File: config.mk
export PLATFORM = sky130hd
export DESIGN_NAME = mux_pattern_gen_flat
export DESIGN_NICKNAME = d
export VERILOG_FILES = /design/src/rtl/mux_pattern_gen_if.sv /design/src/rtl/mux_pattern_gen.sv /design/src/flat_wrapper.sv
export SDC_FILE = /design/constraint.sdc
export NUM_CORES = 1
export LEC_CHECK = 0
export ABC_AREA = 1
export CAP_MARGIN = 20
export CORE_AREA = 2 2 59 61
export CTS_CLUSTER_DIAMETER = 100
export DETAILED_ROUTE_END_ITERATION = 7
export DIE_AREA = 0 0 61 63
export PLACE_DENSITY = 0.79
export SLEW_MARGIN = 20
export SYNTH_ARGS = -nofsm -noshare
export SYNTH_HDL_FRONTEND = slang
export SYNTH_SLANG_ARGS = --single-unit
export TNS_END_PERCENT = 100
File: constraint.sdc
create_clock -name clk -period 1.65 [get_ports clk]
set_input_delay 0.4125 -clock clk [delete_from_list [all_inputs] [get_ports clk]]
set_output_delay 0.4125 -clock clk [all_outputs]
set_load 0.01 [all_outputs]
File: src/rtl/mux_pattern_gen_if.sv
// Control and pattern bus between the stimulus generator and its consumers.
// master: the pattern generator (takes controls, drives pattern outputs).
// slave:  the board/controller side (drives controls, observes pattern outputs).
interface mux_pattern_gen_if;
    logic       start;
    logic       pause;
    logic       step;
    logic       clear;
    logic       x;
    logic       y;
    logic       a;
    logic       b;
    logic       c;
    logic       d;
    logic [5:0] pat;
    logic       tick;
    logic       busy;
    logic       done;

    modport master (
        input  start, pause, step, clear,
        output x, y, a, b, c, d, pat, tick, busy, done
    );

    modport slave (
        output start, pause, step, clear,
        input  x, y, a, b, c, d, pat, tick, busy, done
    );
endinterface

File: src/rtl/mux_pattern_gen.sv
// Six-bit stimulus sweep for the lab multiplexer stage. Walks the 64 input
// combinations in binary order (x fastest, d slowest) at a prescaled rate,
// with run / pause / single-step / clear controls.
module mux_pattern_gen #(
    parameter int unsigned DIV  = 10,   // clocks per pattern step in RUN (1..65535)
    parameter bit          LOOP = 1'b0  // 1: wrap 63->0 and keep running
) (
    input logic              clk,
    input logic              rst_n,
    mux_pattern_gen_if.master bus
);

    typedef enum logic [1:0] {IDLE, RUN, PAUSE, DONE} state_t;

    localparam logic [15:0] DIV_M1 = 16'(DIV - 1);

    state_t      state_q, state_d;
    logic [15:0] presc_q, presc_d;
    logic [5:0]  pat_q, pat_d;
    logic        tick_q, tick_d;
    logic        busy_q, done_q;

    // State, prescaler, pattern and status registers.
    always_ff @(posedge clk or negedge rst_n) begin
        if (!rst_n) begin
            state_q <= IDLE;
            presc_q <= '0;
            pat_q   <= '0;
            tick_q  <= 1'b0;
            busy_q  <= 1'b0;
            done_q  <= 1'b0;
        end else begin
            state_q <= state_d;
            presc_q <= presc_d;
            pat_q   <= pat_d;
            tick_q  <= tick_d;
            busy_q  <= (state_d == RUN) || (state_d == PAUSE);
            done_q  <= (state_d == DONE);
        end
    end

    // Next-state logic; control priority is clear > pause > start > step.
    always_comb begin
        state_d = state_q;
        presc_d = presc_q;
        pat_d   = pat_q;
        tick_d  = 1'b0;

        if (bus.clear) begin
            state_d = IDLE;
            presc_d = '0;
            pat_d   = '0;
        end else begin
            unique case (state_q)
                IDLE: begin
                    if (bus.pause) begin
                        // pause outranks start/step and does nothing here
                    end else if (bus.start) begin
                        state_d = RUN;
                        presc_d = '0;
                    end else if (bus.step) begin
                        pat_d  = pat_q + 6'd1;
                        tick_d = 1'b1;
                    end
                end
                RUN: begin
                    if (bus.pause) begin
                        // freeze: prescaler does not count on the pausing edge
                        state_d = PAUSE;
                    end else if (presc_q == DIV_M1) begin
                        presc_d = '0;
                        if (pat_q == 6'd63) begin
                            if (LOOP) begin
                                pat_d  = '0;
                                tick_d = 1'b1;
                            end else begin
                                state_d = DONE;
                            end
                        end else begin
                            pat_d  = pat_q + 6'd1;
                            tick_d = 1'b1;
                        end
                    end else begin
                        presc_d = presc_q + 16'd1;
                    end
                end
                PAUSE: begin
                    if (bus.pause) begin
                        // remain frozen
                    end else if (bus.start) begin
                        // resume with the held prescaler value
                        state_d = RUN;
                    end else if (bus.step) begin
                        pat_d  = pat_q + 6'd1;
                        tick_d = 1'b1;
                    end
                end
                DONE: begin
                    if (bus.start) begin
                        state_d = RUN;
                        presc_d = '0;
                        pat_d   = '0;
                        tick_d  = 1'b1;
                    end
                end
                default: state_d = IDLE;
            endcase
        end
    end

    assign bus.pat  = pat_q;
    assign bus.x    = pat_q[0];
    assign bus.y    = pat_q[1];
    assign bus.a    = pat_q[2];
    assign bus.b    = pat_q[3];
    assign bus.c    = pat_q[4];
    assign bus.d    = pat_q[5];
    assign bus.tick = tick_q;
    assign bus.busy = busy_q;
    assign bus.done = done_q;

endmodule

File: src/flat_wrapper.sv
// flat-port wrapper written by rule: the top's interface ports become plain ports
module mux_pattern_gen_flat 
#(
    parameter int unsigned DIV  = 10,                                               
    parameter bit          LOOP = 1'b0                                   
)
  (clk, rst_n, bus_start, bus_pause, bus_step, bus_clear, bus_x, bus_y, bus_a, bus_b, bus_c, bus_d, bus_pat, bus_tick, bus_busy, bus_done);
  mux_pattern_gen_if bus_i ();
  input logic clk;
  input logic rst_n;
  input wire logic [$bits(bus_i.start)-1:0] bus_start;
  input wire logic [$bits(bus_i.pause)-1:0] bus_pause;
  input wire logic [$bits(bus_i.step)-1:0] bus_step;
  input wire logic [$bits(bus_i.clear)-1:0] bus_clear;
  output wire logic [$bits(bus_i.x)-1:0] bus_x;
  output wire logic [$bits(bus_i.y)-1:0] bus_y;
  output wire logic [$bits(bus_i.a)-1:0] bus_a;
  output wire logic [$bits(bus_i.b)-1:0] bus_b;
  output wire logic [$bits(bus_i.c)-1:0] bus_c;
  output wire logic [$bits(bus_i.d)-1:0] bus_d;
  output wire logic [$bits(bus_i.pat)-1:0] bus_pat;
  output wire logic [$bits(bus_i.tick)-1:0] bus_tick;
  output wire logic [$bits(bus_i.busy)-1:0] bus_busy;
  output wire logic [$bits(bus_i.done)-1:0] bus_done;
  assign bus_i.start = bus_start;
  assign bus_i.pause = bus_pause;
  assign bus_i.step = bus_step;
  assign bus_i.clear = bus_clear;
  assign bus_x = bus_i.x;
  assign bus_y = bus_i.y;
  assign bus_a = bus_i.a;
  assign bus_b = bus_i.b;
  assign bus_c = bus_i.c;
  assign bus_d = bus_i.d;
  assign bus_pat = bus_i.pat;
  assign bus_tick = bus_i.tick;
  assign bus_busy = bus_i.busy;
  assign bus_done = bus_i.done;
  mux_pattern_gen #(.DIV(DIV), .LOOP(LOOP)) u_core (.clk(clk), .rst_n(rst_n), .bus(bus_i));
endmodule
# ---- Word level (Yosys, flattened, before mapping)
# Index checks and enable logic that the tools add are counted.
dict set report totals {
  elab_cells 61
  in_bits 6
  register_bits 27
}
dict set report classes {
  eq_ne 16
  muxes 31
  n_reduce_logical 6
  n_addsub 2
}
# cell n
set op_table {}
lappend op_table {{2-to-1 mux 16 bit} 5}
lappend op_table {{2-to-1 mux 6 bit} 8}
lappend op_table {{one-hot mux 16 bit (3 select lines)} 1}
lappend op_table {{one-hot mux 6 bit (3 select lines)} 1}
lappend op_table {{adder 16 x 1 -> 16 bit, second input constant} 1}
lappend op_table {{== test 16 x 4 -> 1 bit, second input constant} 1}
lappend op_table {{2-to-1 mux 2 bit} 6}
lappend op_table {{inequality test 3 bit, second input constant} 4}
lappend op_table {{inequality test 3 x 2 -> 1 bit, second input constant} 3}
lappend op_table {{== test 2 bit, second input constant} 4}
lappend op_table {{2-to-1 mux 1 bit} 8}
lappend op_table {{AND reduction 7 bit} 1}
lappend op_table {{adder 6 x 1 -> 6 bit, second input constant} 1}
lappend op_table {{== test 6 bit, second input constant} 1}
lappend op_table {{one-hot mux 2 bit (3 select lines)} 1}
lappend op_table {{== test 2 x 1 -> 1 bit, second input constant} 2}
lappend op_table {{nonzero test 4 bit} 1}
lappend op_table {{inequality test 3 x 1 -> 1 bit, second input constant} 1}
lappend op_table {{one-hot mux 1 bit (3 select lines)} 1}
lappend op_table {{AND reduction 3 bit} 1}
lappend op_table {{zero test 2 bit} 1}
lappend op_table {{OR reduction 2 bit} 1}
lappend op_table {{logical OR 1 bit} 1}

# ---- Depth between registers and ports, before layout
# Gate-level depths: netlist (run 1).
dict set report logic_depth {
  word_depth 8
  mapped_depth 11
  depth_no_buf 11
}

# ---- Least setup slack after synthesis (run 1)
# Ideal clock, no wire load.
dict set report synth_timing {
  kind {reg2reg}
  from {register u_core.pat_q[0], in the netlist u_core.bus.pat[0]}
  to {register u_core.busy_q, in the netlist u_core.bus.busy}
  setup_time_ns 0.126
  setup_slack_ns 0.119
  stages_incl_launch_ff 9
  path_buffers 0
  t_arrival_ns 1.405
  cell_sequence {dfrtp_1 ha_1 nand3_1 inv_1 nand2_1 inv_1 nand3_1 a31oi_1 ha_1}
}
dict set report synth_via {
  elab_chain_len 8
}
# item line
set synth_rtl {}
lappend synth_rtl {{start, declared} mux_pattern_gen.sv:19} ;# logic [5:0] pat_q, pat_d;
lappend synth_rtl {{start signal, assigned} mux_pattern_gen.sv:35} ;# pat_q <= pat_d;
lappend synth_rtl {{== test 6 bit *} mux_pattern_gen.sv:72} ;# if (pat_q == 6'd63) begin
lappend synth_rtl {{2-to-1 mux 2 bit *} mux_pattern_gen.sv:72}
lappend synth_rtl {{2-to-1 mux 2 bit *} mux_pattern_gen.sv:70} ;# end else if (presc_q == DIV_M1) begin
lappend synth_rtl {{2-to-1 mux 2 bit *} mux_pattern_gen.sv:67} ;# if (bus.pause) begin
lappend synth_rtl {{one-hot mux 2 bit (3 select lines) *} mux_pattern_gen.sv:54} ;# unique case (state_q)
lappend synth_rtl {{2-to-1 mux 2 bit *} mux_pattern_gen.sv:49} ;# if (bus.clear) begin
lappend synth_rtl {{net u_core.state_d[1]} mux_pattern_gen.sv:17} ;# state_t state_q, state_d;
lappend synth_rtl {{== test 2 x 1 -> 1 bit / == test 2 bit (equally long branches)} mux_pattern_gen.sv:37} ;# busy_q <= (state_d == RUN) || (state_d == PAUSE);
lappend synth_rtl {{logical OR 1 bit *} mux_pattern_gen.sv:37}
lappend synth_rtl {{end signal, assigned} mux_pattern_gen.sv:37}
lappend synth_rtl {{end, declared} mux_pattern_gen.sv:21} ;# logic busy_q, done_q;
# The timed path passes the listed nets; every way through them passes the cells marked *.
# A chain may end at the register's enable or synchronous reset.

# ---- Worst setup path in the final report (run 1)
dict set report layout_timing {
  from {register u_core.presc_q[1]}
  to {register u_core.busy_q, in the netlist u_core.bus.busy}
}
dict set report layout_via {
  elab_chain_len 7
}
# item line
set layout_rtl {}
lappend layout_rtl {{start, declared} mux_pattern_gen.sv:18} ;# logic [15:0] presc_q, presc_d;
lappend layout_rtl {{start signal, assigned} mux_pattern_gen.sv:34} ;# presc_q <= presc_d;
lappend layout_rtl {{== test 16 x 4 -> 1 bit *} mux_pattern_gen.sv:70}
lappend layout_rtl {{2-to-1 mux 2 bit *} mux_pattern_gen.sv:70}
lappend layout_rtl {{2-to-1 mux 2 bit *} mux_pattern_gen.sv:67}
lappend layout_rtl {{one-hot mux 2 bit (3 select lines) *} mux_pattern_gen.sv:54}
lappend layout_rtl {{2-to-1 mux 2 bit *} mux_pattern_gen.sv:49}
lappend layout_rtl {{net u_core.state_d[1]} mux_pattern_gen.sv:17}
lappend layout_rtl {{== test 2 x 1 -> 1 bit / == test 2 bit (equally long branches)} mux_pattern_gen.sv:37}
lappend layout_rtl {{logical OR 1 bit *} mux_pattern_gen.sv:37}
# Marks and branches as above.

==> flow_summary_export.csv, run 1 <==
group,metric,value,unit
clocking,tritoncts_buffer_count,3,
placed_design,dpl.cell_count,325,
global_routing,wire_length_of_the_first_global_routing_pass,6350,µm
synth,netlist.top_cell.by_area,"sky130_fd_sc_hd__dfrtp_1",
sta,timing.max_slew.rel_slack,0.766,
sta,final.setup_skew,5.98,ps
critical_path,timing.critical_path.fanout_max,4,
route,routedWlPerCell,11.7,µm
sta,min_period,1640,ps
power_and_ir_drop,vdd.ir_drop.worst,0.000466,V
placed_design,placement.io_buffers,20,
clocking,clock_root_buffer_master,"sky130_fd_sc_hd__clkbuf_4",
synth,total_number_of_yosys_warnings,0,
route,route.detailed.drc,0,
clocking,tritoncts,"done",
synth,synth.yosys.seq_area_share,0.398,
floorplan,floorplan.initialDensity,0.525,
sta,clock.fmax,612,MHz
sta,finalHoldViolCount,0,
route,ant_nets,0,
sta,timing.final.max_slew_violations,0,
sta,fin_setup_tns,0,ps
clocking,clk_lat_worst_skew,330,ps
clocking,hold_buffers,0,
final_layout,final_layout_size_suffix_gt1_frac,0.218,
synth,syn-num-nets,249,
synth,synth_cell_type_count,27,
critical_path,cp-startpoint,"u_core.presc_q[1]",
placed_design,detailedPlacementHpwl,2850,µm
sta,setup_violations,0,
global_routing,first_global_vias,1545,
job,maxCapViolCount,0,
critical_path,reg2reg_slack,10,ps
final_layout,diodes,0,
sta,setup_repair_after_global_routing_missed_its_margin,"yes",
synth,post_synth.cell_area_avg,7.10,µm²
synth,synth_top_cells_by_area,"sky130_fd_sc_hd__dfrtp_1 40%, sky130_fd_sc_hd__nand2_1 15%, sky130_fd_sc_hd__nor2_1 8.8%",
route,viasPerCell,5.13,
floorplan,floorplan.die_area,0.00384,mm²
floorplan,std_cell_rows,21,
critical_path,worst_setup_path_start_kind,"flop",
floorplan,die_width,61,µm
critical_path,worst-endpoint-arrival,1860,ps
clocking,cts_sinks,27,
clocking,h-tree-depth,1,
synth,synth_area,0.00170,mm²
route,total_detailed_routing_wirelength,3920,µm
route,total_number_of_vias,1718,
critical_path,timing.setup.critical_path_class,"flop to flop",
synth,flop_and_latch_count_out_of_synthesis,27,
power_and_ir_drop,power_density,573,mW/mm²
min_path,min_path_type,"primary input to asynchronous set/reset pin",
global_routing,globalRouteOverflowTotal,0,
synth,post-synth-top-area-fraction,0.398,
power_and_ir_drop,power.leakage,1.17,nW
global_routing,antenna_found_initial,0,
power_and_ir_drop,fin_total_pwr,1.31,mW
route,firstDrtPassIters,4,
final_layout,fin_nets,300,
final_layout,final_cells,335,
synth,synth_cells,239,
critical_path,source_of_the_worst_register_to_register_timing_path,"u_core.presc_q[1]",
global_routing,grt_start_max_net_pins,28,
sta,timing_worst_slew_pin_value,351,ps
clocking,clk_path_buf_depth,2,
floorplan,io_pins,21,
outcome,status,"completed",
global_routing,track_usage,0.213,
critical_path,crit_required,1880,ps
route,first_iter_violations,75,
placed_design,place_congestion,0.920,
floorplan,dieHeight,63,µm
floorplan,core_area,0.00323,mm²
final_layout,area_growth_syn_to_layout,34.2,%
sta,post_route_clock_period_utilization,0.991,
critical_path,cp-end-kind,"flop",
clocking,clkTransAtPathRegs,140,ps
path summary, 6_finish.rpt:
kind / end / cells past startpoint
worst max-delay path: u_core.bus.busy / 9
worst min-delay path: u_core.presc_q[4] / 2
worst max register to register: u_core.bus.busy / 9
worst min register to register: u_core.presc_q[15] / 3
max in group asynchronous: u_core.bus.pat[4] / 2
min in group clk: u_core.presc_q[15] / 3
flip-flops by register name, indices dropped and copies added (netlist names):
signal	cells
u_core.bus.pat	6
u_core.state_q	2
u_core.bus.busy	1
u_core.bus.tick	1
u_core.bus.done	1
u_core.presc_q	16
critical path: stages, from the launching register on:
cell and delay [ps]:
sky130_fd_sc_hd__dfrtp_1 410, sky130_fd_sc_hd__inv_1 60, sky130_fd_sc_hd__ha_1 130, sky130_fd_sc_hd__nand2_1 60, sky130_fd_sc_hd__inv_1 80, sky130_fd_sc_hd__nand2_2 70, sky130_fd_sc_hd__nor2_4 160, sky130_fd_sc_hd__nand3_2 130
sky130_fd_sc_hd__a31oi_4 200, sky130_fd_sc_hd__ha_1 250
cell families after synthesis:
family	Yosys count	share of synthesized area
buf+inv	35	0.0906
fa+ha+maj	4	0.0295
xor+xnor	4	0.0206
flops	27	0.398
simple gates	152	0.405
compound gates	17	0.0567
layout by cell type, fill, tap and decap left out, drive strengths merged:
master,n
nand3,18
dfrtp,27
dlygate4sd2,12
buf,32
nand2,70
or2,1
nor2,44
ha,4
dlymetal6s2s,1
inv,29
clkdlybuf4s50,7
nor4,1
nor3b,3
xor2,3
a211oi,1
a21oi,8
a31oi,2
o21ai,5
nand4,10
nand3b,1
o31ai,1
clkbuf,4
xnor2,1
nor3,4
cell type report:
class | count | area, µm²
clock buffer | 4 | 26.3
fill | 274 | 953
inverter | 29 | 109
multi-input combinational | 177 | 977
sequential | 27 | 677
tap | 46 | 57.6
timing repair buffer | 52 | 432
per-layer routing:
layer | vias to the layer above | GRT usage | routed length (µm)
li1 | 864 | - | -
met1 | 799 | 0.276 | 1710
met2 | 47 | 0.367 | 2010
met3 | 8 | 0.0311 | 135
met4 | 0 | 0.0489 | 70
met5 | - | 0 | 0
what timing repair did:
| item | CTS | global route |
|---|---|---|
| pin swaps | 0 | 4 |
| hold endpoints to repair | 0 | 0 |
| buffers inserted | 6 | 0 |
| endpoints found under the setup margin | 22 | 23 |
| resized for setup | 15 | 26 |
synthesized netlist by cell type, drive strengths merged:
library cell / count
nor3: 4
nand3: 18
o31ai: 1
a211oi: 1
nand4: 10
nor4: 1
buf: 6
o21ai: 5
nand3b: 1
dfrtp: 27
nor2: 44
a21oi: 8
xnor2: 1
inv: 29
nand2: 70
xor2: 3
nor3b: 3
ha: 4
a31oi: 2
or2: 1
power breakdown:
part / switching [mW] / internal [mW]
clock network: 0.195 / 0.0949
registers: 0.0138 / 0.682
logic: 0.167 / 0.154
total: 0.375 / 0.930
through the flow:
step / hold WS [ps] / util / instance area, µm² / worst slack (ps)
after floorplan: 117 / - / 1700 / 119
after global placement: 551 / 0.652 / 2110 / -212
after detailed placement: 555 / 0.652 / 2110 / -259
after CTS: 456 / 0.673 / 2170 / -51.0
after global routing: 480 / 0.705 / 2280 / -76.2
final: 441 / 0.705 / 2280 / 14.9
No activity file was read; power rests on OpenSTA's default activity.
==> run 2: changes to the inputs <==
--- a/config.mk
+++ b/config.mk
@@ -5,13 +5,12 @@
 export SDC_FILE = /design/constraint.sdc
 export NUM_CORES = 1
 export LEC_CHECK = 0
-export ABC_AREA = 1
 export CAP_MARGIN = 20
 export CORE_AREA = 2 2 59 61
 export CTS_CLUSTER_DIAMETER = 100
 export DETAILED_ROUTE_END_ITERATION = 7
 export DIE_AREA = 0 0 61 63
-export PLACE_DENSITY = 0.79
+export PLACE_DENSITY = 0.78
 export SLEW_MARGIN = 20
 export SYNTH_ARGS = -nofsm -noshare
 export SYNTH_HDL_FRONTEND = slang
==> run 2 against run 1 <==
Net effect:
- the run now ends with setup timing left
- die area unchanged
- combinational power down 8.8%
- worst hold slack worse by 26 ps
- non-clock buffer count up 48
- largest power group unchanged
==> flow_summary_export.csv, run 2 <==
group,metric,value,unit
outcome,status,"complete, but fails checks",
outcome,violated_checks,"setup timing",
critical_path,worst-endpoint-arrival,2440,ps
synth,synth_top_family_by_area,"simple AND/OR/NAND/NOR gates",
sta,holdWs,415,ps
synth,total_number_of_yosys_warnings,0,
synth,synth_top_cells_by_area,"sky130_fd_sc_hd__dfrtp_1 41%, sky130_fd_sc_hd__xnor2_1 4.2%, sky130_fd_sc_hd__nor2_1 4.1%",
final_layout,area_growth_syn_to_layout,73.0,%
route,viasPerCell,6.92,
route,firstDrtPassIters,7,
final_layout,largest_register_ff_count,16,
route,first_iter_violations,315,
sta,finalHoldViolCount,0,
sta,timing.max_slew.rel_slack,0.643,
clocking,h-tree-depth,1,
global_routing,wire_length_of_the_first_global_routing_pass,9710,µm
placed_design,dpl_cell_area,0.00230,mm²
global_routing,globalRouteOverflowTotal,0,
synth,synth_cell_type_count,47,
synth,synthMuxAreaShare,0.0180,
power_and_ir_drop,power_density,453,mW/mm²
route,total_number_of_vias,2209,
synth,synth_area,0.00167,mm²
sta,setup_violations,26,
placed_design,place_congestion,0.912,
critical_path,source_of_the_worst_register_to_register_timing_path,"u_core.presc_q[1]",
global_routing,antenna_found_initial,0,
critical_path,reg2reg_slack,-520,ps
sta,layout_setup_ws,-515,ps
final_layout,diodes,0,
sta,min_period,2170,ps
final_layout,regMostFlops,"u_core.presc_q",
synth,flop_and_latch_count_out_of_synthesis,27,
synth,synth_cells,180,
final_layout,final_layout_size_suffix_gt1_frac,0.502,
floorplan,io_pins,21,
clocking,hold_buffers,0,
min_path,min_path_type,"primary input to asynchronous set/reset pin",
global_routing,track_usage,0.344,
power_and_ir_drop,fin_total_pwr,1.31,mW
critical_path,r2r.worst_path.cells,8,
synth,post_synth.cell_area_avg,9.25,µm²
clocking,tritoncts,"done",
synth,synth_commonest_cells,"27 x sky130_fd_sc_hd__dfrtp_1, 18 x sky130_fd_sc_hd__nor2_1, 16 x sky130_fd_sc_hd__nand2_1, 11 x sky130_fd_sc_hd__a21oi_1, 8 x sky130_fd_sc_hd__xnor2_1",
synth,netlist.top_cell.by_area,"sky130_fd_sc_hd__dfrtp_1",
route,route.detailed.drc,0,
sta,timing.final.max_slew_violations,0,
synth,synth_enable_flop_cells,0,
floorplan,std_cell_rows,21,
clocking,clk_lat_worst_skew,360,ps
clocking,clkTransAtPathRegs,180,ps
critical_path,worstReg2RegEnd,"u_core.bus.pat[4]",
floorplan,die_width,61,µm
placed_design,detailedPlacementHpwl,3510,µm
floorplan,floorplan.die_area,0.00384,mm²
clocking,tritoncts_buffer_count,3,
clocking,clock_root_buffer_master,"sky130_fd_sc_hd__clkbuf_4",
synth,post_synth_xor_xnor_area,0.0421,
critical_path,timing.critical_path.fanout_max,4,
power_and_ir_drop,vdd.ir_drop.worst,0.000335,V
final_layout,final_cell_mix,"62 x sky130_fd_sc_hd__buf_4, 25 x sky130_fd_sc_hd__dfrtp_1, 17 x sky130_fd_sc_hd__buf_6",
global_routing,grt_start_max_net_pins,28,
critical_path,crit_required,1920,ps
power_and_ir_drop,power.leakage,1.24,nW
critical_path,timing.setup.critical_path_class,"flop to flop",
sta,setup_repair_after_global_routing_missed_its_margin,"yes",
placed_design,placement.io_buffers,20,
clocking,cts_sinks,27,
final_layout,final_cells,319,
route,routedWlPerCell,26.4,µm
global_routing,first_global_vias,1963,
synth,syn-num-nets,190,
synth,yosys.area_share.simple,0.252,
sta,clock.fmax,462,MHz
synth,synth.yosys.seq_area_share,0.406,
synth,synth_most_common_cell,"sky130_fd_sc_hd__dfrtp_1",
route,ant_nets,0,
critical_path,cp-end-kind,"flop",
clocking,clk_path_buf_depth,2,
floorplan,core_area,0.00323,mm²
synth,area_share_of_fa_ha_maj_cells_after_synthesis,0.0301,
placed_design,dpl.cell_count,286,
final_layout,finalInstanceArea,0.00288,mm²
final_layout,most_common_library_cell_in_the_layout_ignoring_fill_and_taps,"sky130_fd_sc_hd__buf_4",
floorplan,floorplan.initialDensity,0.515,
job,maxCapViolCount,0,
route,total_detailed_routing_wirelength,8430,µm
synth,ys.flop_type,"sky130_fd_sc_hd__dfrtp_1",
sta,post_route_clock_period_utilization,1.31,
final_layout,fin_nets,284,
synth,synth-async-reset-ratio,1.00,
critical_path,worst_setup_path_start_kind,"flop",
floorplan,dieHeight,63,µm
synth,post-synth-top-area-fraction,0.406,
sta,final.setup_skew,9.58,ps
synth,synth-compound-area-share,0.198,
sta,timing_worst_slew_pin_value,534,ps
==> run 2: routing by layer <==
metal	vias up	routed length (µm)	track usage
met2	223	3930	0.571
met1	1053	2910	0.389
li1	843	-	-
met5	-	0	0
met3	90	913	0.0890
met4	0	677	0.182
==> run 2: worst max-delay path by stage <==
stage / start / endpoint / slack (ps) / cells past startpoint
3_5_place_dp: bus_pause / u_core.presc_q[7] / -680 / 8
2_1_floorplan: u_core.bus.pat[1] / u_core.bus.busy / -140 / 7
6_report: u_core.presc_q[1] / u_core.bus.pat[4] / -520 / 8
5_1_grt: u_core.presc_q[1] / u_core.bus.busy / -680 / 8
3_3_place_gp: bus_pause / u_core.presc_q[15] / -620 / 7
4_1_cts: u_core.presc_q[5] / u_core.presc_q[12] / -230 / 6
==> run 2: repair_timing <==
| action | 4_1_cts | 5_1_grt |
|---|---|---|
| setup endpoints to repair | 39 | 31 |
| gates resized for setup | 60 | 31 |
| setup buffers | 13 | 17 |
| pin swaps | 14 | 22 |
==> run 2: cells by family after synthesis <==
kind of cell | count (synthesis)
simple gates | 75
xor+xnor | 8
mux | 3
buf+inv | 18
compound gates | 45
flops | 27
fa+ha+maj | 4
==> run 2: worst max-delay path, stage by stage, from the launching register on <==
cell and delay (ps):
sky130_fd_sc_hd__dfrtp_1 420, sky130_fd_sc_hd__inv_1 50, sky130_fd_sc_hd__ha_1 140, sky130_fd_sc_hd__nor4bb_4 330, sky130_fd_sc_hd__nand4_1 280, sky130_fd_sc_hd__buf_4 230, sky130_fd_sc_hd__o2111a_2 280, sky130_fd_sc_hd__o21bai_1 160
sky130_fd_sc_hd__a21o_1 180
==> run 2: per-stage QoR <==
| step | util | setup WS (ps) | setup TNS [ps] |
|---|---|---|---|
| 6_report | 0.892 | -515 | -7890 |
| 5_1_grt | 0.892 | -681 | -10580 |
| 4_1_cts | 0.807 | -231 | -2370 |
| 3_5_place_dp | 0.711 | -680 | -13220 |
| 3_3_place_gp | 0.711 | -625 | -11690 |
| 2_1_floorplan | - | -143 | -647 |
==> run 2: power by group <==
group,switching (mW),internal [mW]
sequential,0.00694,0.671
clock,0.245,0.0918
combinational,0.161,0.131
total,0.413,0.893
==> run 2: area by class of cell <==
class	count	area, µm²
multi-input cells	135	1230
inverters	7	26.3
fillers	128	350
clock buffers	3	22.5
well taps	46	57.6
repair buffers	100	863
clock inverters	1	5.00
flip-flops and latches	27	678
